### src/rtl/ntt_coeff_stream_adapter.sv
// ntt_coeff_stream_adapter
// Serial-to-parallel front end and parallel-to-serial back end around the NTT/INTT PU.
// D coefficients are gathered from the slave stream into pu_a. The adapter then waits a
// fixed PU latency and captures pu_an. The captured vector is replayed on the master
// stream. Only one transform is in flight at a time.
module ntt_coeff_stream_adapter #(
    parameter int N       = 17,
    parameter int D       = 16,
    parameter int LATENCY = 16
) (
    input  logic           clk,
    input  logic           rst,
    input  logic           s_valid,
    output logic           s_ready,
    input  logic [N-1:0]   s_data,
    input  logic           s_inv,
    output logic           m_valid,
    input  logic           m_ready,
    output logic [N-1:0]   m_data,
    output logic           m_last,
    output logic [D*N-1:0] pu_a,
    output logic           pu_inv,
    input  logic [D*N-1:0] pu_an,
    output logic           busy
);

    // Counter widths never go below one bit, so that D or LATENCY can be 1.
    localparam int CW = (D > 1) ? $clog2(D) : 1;
    localparam int WW = (LATENCY > 1) ? $clog2(LATENCY) : 1;
    localparam logic [CW-1:0] CNT_LAST = CW'(D - 1);
    localparam logic [WW-1:0] W_LAST   = WW'(LATENCY - 1);

    typedef enum logic [1:0] {
        S_LOAD  = 2'd0,
        S_WAIT  = 2'd1,
        S_DRAIN = 2'd2
    } state_t;

    state_t          state;
    state_t          state_nxt;
    logic [CW-1:0]   in_cnt;
    logic [CW-1:0]   out_cnt;
    logic [WW-1:0]   w_cnt;
    logic [D*N-1:0]  obuf;
    logic            s_fire;
    logic            m_fire;

    assign s_fire = s_valid && s_ready;
    assign m_fire = m_valid && m_ready;

    // Next-state and handshake outputs. Everything is held inactive while rst is low.
    always_comb begin
        state_nxt = state;
        s_ready   = 1'b0;
        m_valid   = 1'b0;
        m_last    = 1'b0;
        m_data    = '0;
        busy      = 1'b0;
        if (rst) begin
            case (state)
                S_LOAD: begin
                    s_ready = 1'b1;
                    if (s_valid && (in_cnt == CNT_LAST)) state_nxt = S_WAIT;
                end
                S_WAIT: begin
                    busy = 1'b1;
                    if (w_cnt == W_LAST) state_nxt = S_DRAIN;
                end
                S_DRAIN: begin
                    busy    = 1'b1;
                    m_valid = 1'b1;
                    m_data  = obuf[int'(out_cnt)*N +: N];
                    m_last  = (out_cnt == CNT_LAST);
                    if (m_ready && (out_cnt == CNT_LAST)) state_nxt = S_LOAD;
                end
                default: state_nxt = S_LOAD;
            endcase
        end
    end

    // State register.
    always_ff @(posedge clk) begin
        if (!rst) state <= S_LOAD;
        else      state <= state_nxt;
    end

    // Load path: each accepted coefficient is written into its pu_a slot. The direction comes from coefficient 0 only.
    always_ff @(posedge clk) begin
        if (!rst) begin
            in_cnt <= '0;
            pu_a   <= '0;
            pu_inv <= 1'b0;
        end else if (s_fire) begin
            pu_a[int'(in_cnt)*N +: N] <= s_data;
            if (in_cnt == '0) pu_inv <= s_inv;
            if (in_cnt == CNT_LAST) in_cnt <= '0;
            else                    in_cnt <= in_cnt + CW'(1);
        end
    end

    // Latency wait: count from the vector-complete edge and capture pu_an on the last count.
    always_ff @(posedge clk) begin
        if (!rst) begin
            w_cnt <= '0;
            obuf  <= '0;
        end else if (s_fire && (in_cnt == CNT_LAST)) begin
            w_cnt <= '0;
        end else if (state == S_WAIT) begin
            w_cnt <= w_cnt + WW'(1);
            if (w_cnt == W_LAST) obuf <= pu_an;
        end
    end

    // Drain path: advance the output slot on each accepted coefficient and wrap after m_last.
    always_ff @(posedge clk) begin
        if (!rst) begin
            out_cnt <= '0;
        end else if (m_fire) begin
            if (out_cnt == CNT_LAST) out_cnt <= '0;
            else                     out_cnt <= out_cnt + CW'(1);
        end
    end

endmodule
### config.mk
export PLATFORM = sky130hd
export DESIGN_NAME = ntt_coeff_stream_adapter
export DESIGN_NICKNAME = d
export VERILOG_FILES = /design/src/rtl/ntt_coeff_stream_adapter.sv
export SDC_FILE = /design/constraint.sdc
export NUM_CORES = 1
export LEC_CHECK = 0
export ABC_AREA = 1
export CORE_AREA = 2 2 227 229
export DETAILED_ROUTE_END_ITERATION = 12
export DIE_AREA = 0 0 229 231
export PLACE_DENSITY = 0.81
export SYNTH_ARGS = -nofsm -noshare
export SYNTH_HDL_FRONTEND = slang
export SYNTH_SLANG_ARGS = --single-unit
### constraint.sdc
create_clock -name clk -period 3.43 [get_ports clk]
set_input_delay 1.029 -clock clk [delete_from_list [all_inputs] [get_ports clk]]
set_output_delay 1.029 -clock clk [all_outputs]
set_load 0.01 [all_outputs]
==> flow_metrics.tcl <==
set metrics [dict create \
    critPathCaptureType "output port" \
    finalSetupViolCount 0 \
    synth-seq-cells 559 \
    final_cell_mix "nor2_1 (675), nand2_1 (623), clkdlybuf4s50_1 (569)" \
    post_drt_wl_per_cell_um 18.4 \
    slew-limit-headroom_pct 34.1 \
    placedCellCount 4601 \
    ant_nets 0 \
    skew_ps 18.3 \
    worstPathArrival_ps 2380 \
    wl_um 87100 \
    num_io_pins 588 \
    synth_warnings 0 \
    h-tree-depth 2 \
    cp.required_ps 2400 \
    place_ws_ps 252 \
    gp_congestion 0.975 \
    drc 0 \
    vias 24900 \
    crit_start "out_cnt[0]$_SDFFE_PN0P_" \
    max-vdd-ir-drop_v 0.000417 \
    hpwl_um 60700 \
    die_height_um 231 \
    numCtsBuffers 58 \
    die_x_um 229 \
    cap_violations 0 \
    cts.sinks 559 \
    drv_slew 0 \
    viasPerCell 5.28 \
    grt_overflow 0 \
    numPortBuffers 587 \
    cts_root_buffer "clkbuf_16" \
    critPathMaxFanout 19 \
    fin_cells 4722 \
    final_hold_viol_count 0 \
    power_density_nw_per_um2 497 \
    syn_to_final_growth_pct 35.7 \
    fin_crit_sh_pct 99.4 \
    status "finished clean" \
    synthDistinctLibCells 30 \
    syn_inst 3512 \
    core_area_sq_um 50700 \
    grt_pass1_wl_um 130000 \
    die_area_sq_um 52900 \
    drt_iter0_drc 2339 \
    fill_cells 4359 \
    cts_tree "done" \
    fin_ws_ps 19.6 \
    tightest_slew_ps 988 \
    register_area_sq_um 11200 \
    initial_core_util_pct 47.2 \
    holdCritStartpoint "obuf[268]$_SDFFE_PN0P_" \
    grt_max_degree 224 \
    hp-class "reg -> reg" \
    worstSetupPathType "reg -> out" \
    fp-row-count 83 \
    cts_buffer_depth 3 \
    syn_area_per_cell_sq_um 6.81 \
    mostFrequentLayoutCell "nor2_1" \
    postSynthNetCount 3818 \
    r2r-start "in_cnt[0]$_SDFFE_PN0P_" \
    min_period_ps 3410 \
    fin_nets 4296 \
    grt_antenna_before_repair 5 \
    startpoint_type "flop" \
    multi_input_area_sq_um 10400 \
    grt_pass1_vias 22800 \
    insertion_delay_ps 600 \
    p_leak_nw 13.4 \
    grt_usage_pct 31.3 \
    synth_area_sq_um 23900 \
    clk_pin_slew_ps 60 \
    fmax_mhz 293 \
    rrSetupSlack_ps 610 \
    drive_gt1_share_pct 5.41 \
    yosysSeqAreaShare_pct 46.8 \
    dr.pass1.iters 6 \
    fin_tns_setup_ps 0 \
]
## final timing paths
path | end | cells after the start
worst max-delay path | m_data[2] | 9
worst min-delay path | obuf[268]$_SDFFE_PN0P_ | 2
worst max register to register | pu_a[84]$_SDFFE_PN0P_ | 11
worst min register to register | obuf[268]$_SDFFE_PN0P_ | 2
## Yosys cell counts, drive strengths merged
cell type / n / area, sq um
nor2: 681 / 2590
nand2: 638 / 2430
dfxtp: 559 / 11200
o21ai: 414 / 2070
inv: 371 / 1390
a21oi: 361 / 1810
nand3: 195 / 998
clkbuf: 154 / 578
buf: 86 / 428
nand4: 22 / 138
ha: 12 / 150
clkinv: 6 / 22.5
nor3: 5 / 52.6
xor2: 5 / 43.8
mux2i: 1 / 10.0
nand3b: 1 / 7.51
xnor2: 1 / 8.76
## flip-flops by register name, indices dropped and copies added, names as in the netlist
register and flops:
state 2, pu_inv 1, w_cnt 4, out_cnt 4, pu_a 272, obuf 272, in_cnt 4
## metal layers
layer  GRT usage (%)  up-vias  wire, um  part of all wire [%]
met5               0        -         0                     0
met4            18.2        0      5680                   6.5
met3            8.66      267      9470                    11
met2            51.3     1258     39600                    45
met1            36.7    11400     32300                    37
li1                -    12000         -                     -
## power breakdown
group	leakage [nW]	switching, mW	internal [mW]
clock network	0.957	2.63	3.82
logic	7.89	1.85	1.08
registers	4.51	0.110	6.65
## cell type report
type	count	area share, %
timing repair buffer	658	20.4
clock buffer	82	5.15
tap	680	2.62
clock inverter	20	0.802
inverter	377	4.37
multi-input combinational	2336	32.1
sequential	559	34.5
antenna	10	0.0771
## metrics by stage
| step | hold slack, ps | cell area, sq um | total power, mW | util [%] |
|---|---|---|---|---|
| 3_3_place_gp | 439 | 30300 | 9.68 | 59.7 |
| 2_1_floorplan | 429 | 23900 | 8.42 | - |
| 5_1_grt | 465 | 32400 | 16.7 | 64.0 |
| 3_5_place_dp | 445 | 30300 | 9.70 | 59.7 |
| 6_report | 451 | 32500 | 16.1 | 64.1 |
| 4_1_cts | 454 | 32300 | 16.1 | 63.8 |
## kinds of logic (layout without fill, tap and decap cells)
group,count (synthesis),in the layout,synth area share [%]
and+or+nand+nor,1542,1542,26.0
buffers and inverters,617,1137,10.1
muxes,1,1,0.0419
xor gates and xnor gates,6,6,0.220
adders and majority gates,12,12,0.628
DFF,559,559,46.8
other,0,10,0
AOI/OAI and AO/OA,775,775,16.2
## repair_timing
action,4_1_cts,5_1_grt
cloned,1,2
setup buffers,0,6
setup endpoints to repair,18,12
pin swaps,1,0
hold buffers,0,0
resized for setup,37,19
## worst max-delay path, cell delays in order (launching register included)
cell,delay (ps)
dfxtp_4,440
buf_12,140
clkbuf_16,180
nor2_1,60
nor2_1,90
nand2_1,60
nand3_1,130
nand3_1,210
a21oi_1,170
dlygate4sd2_1,280
Power figures use the tool's default switching activity.
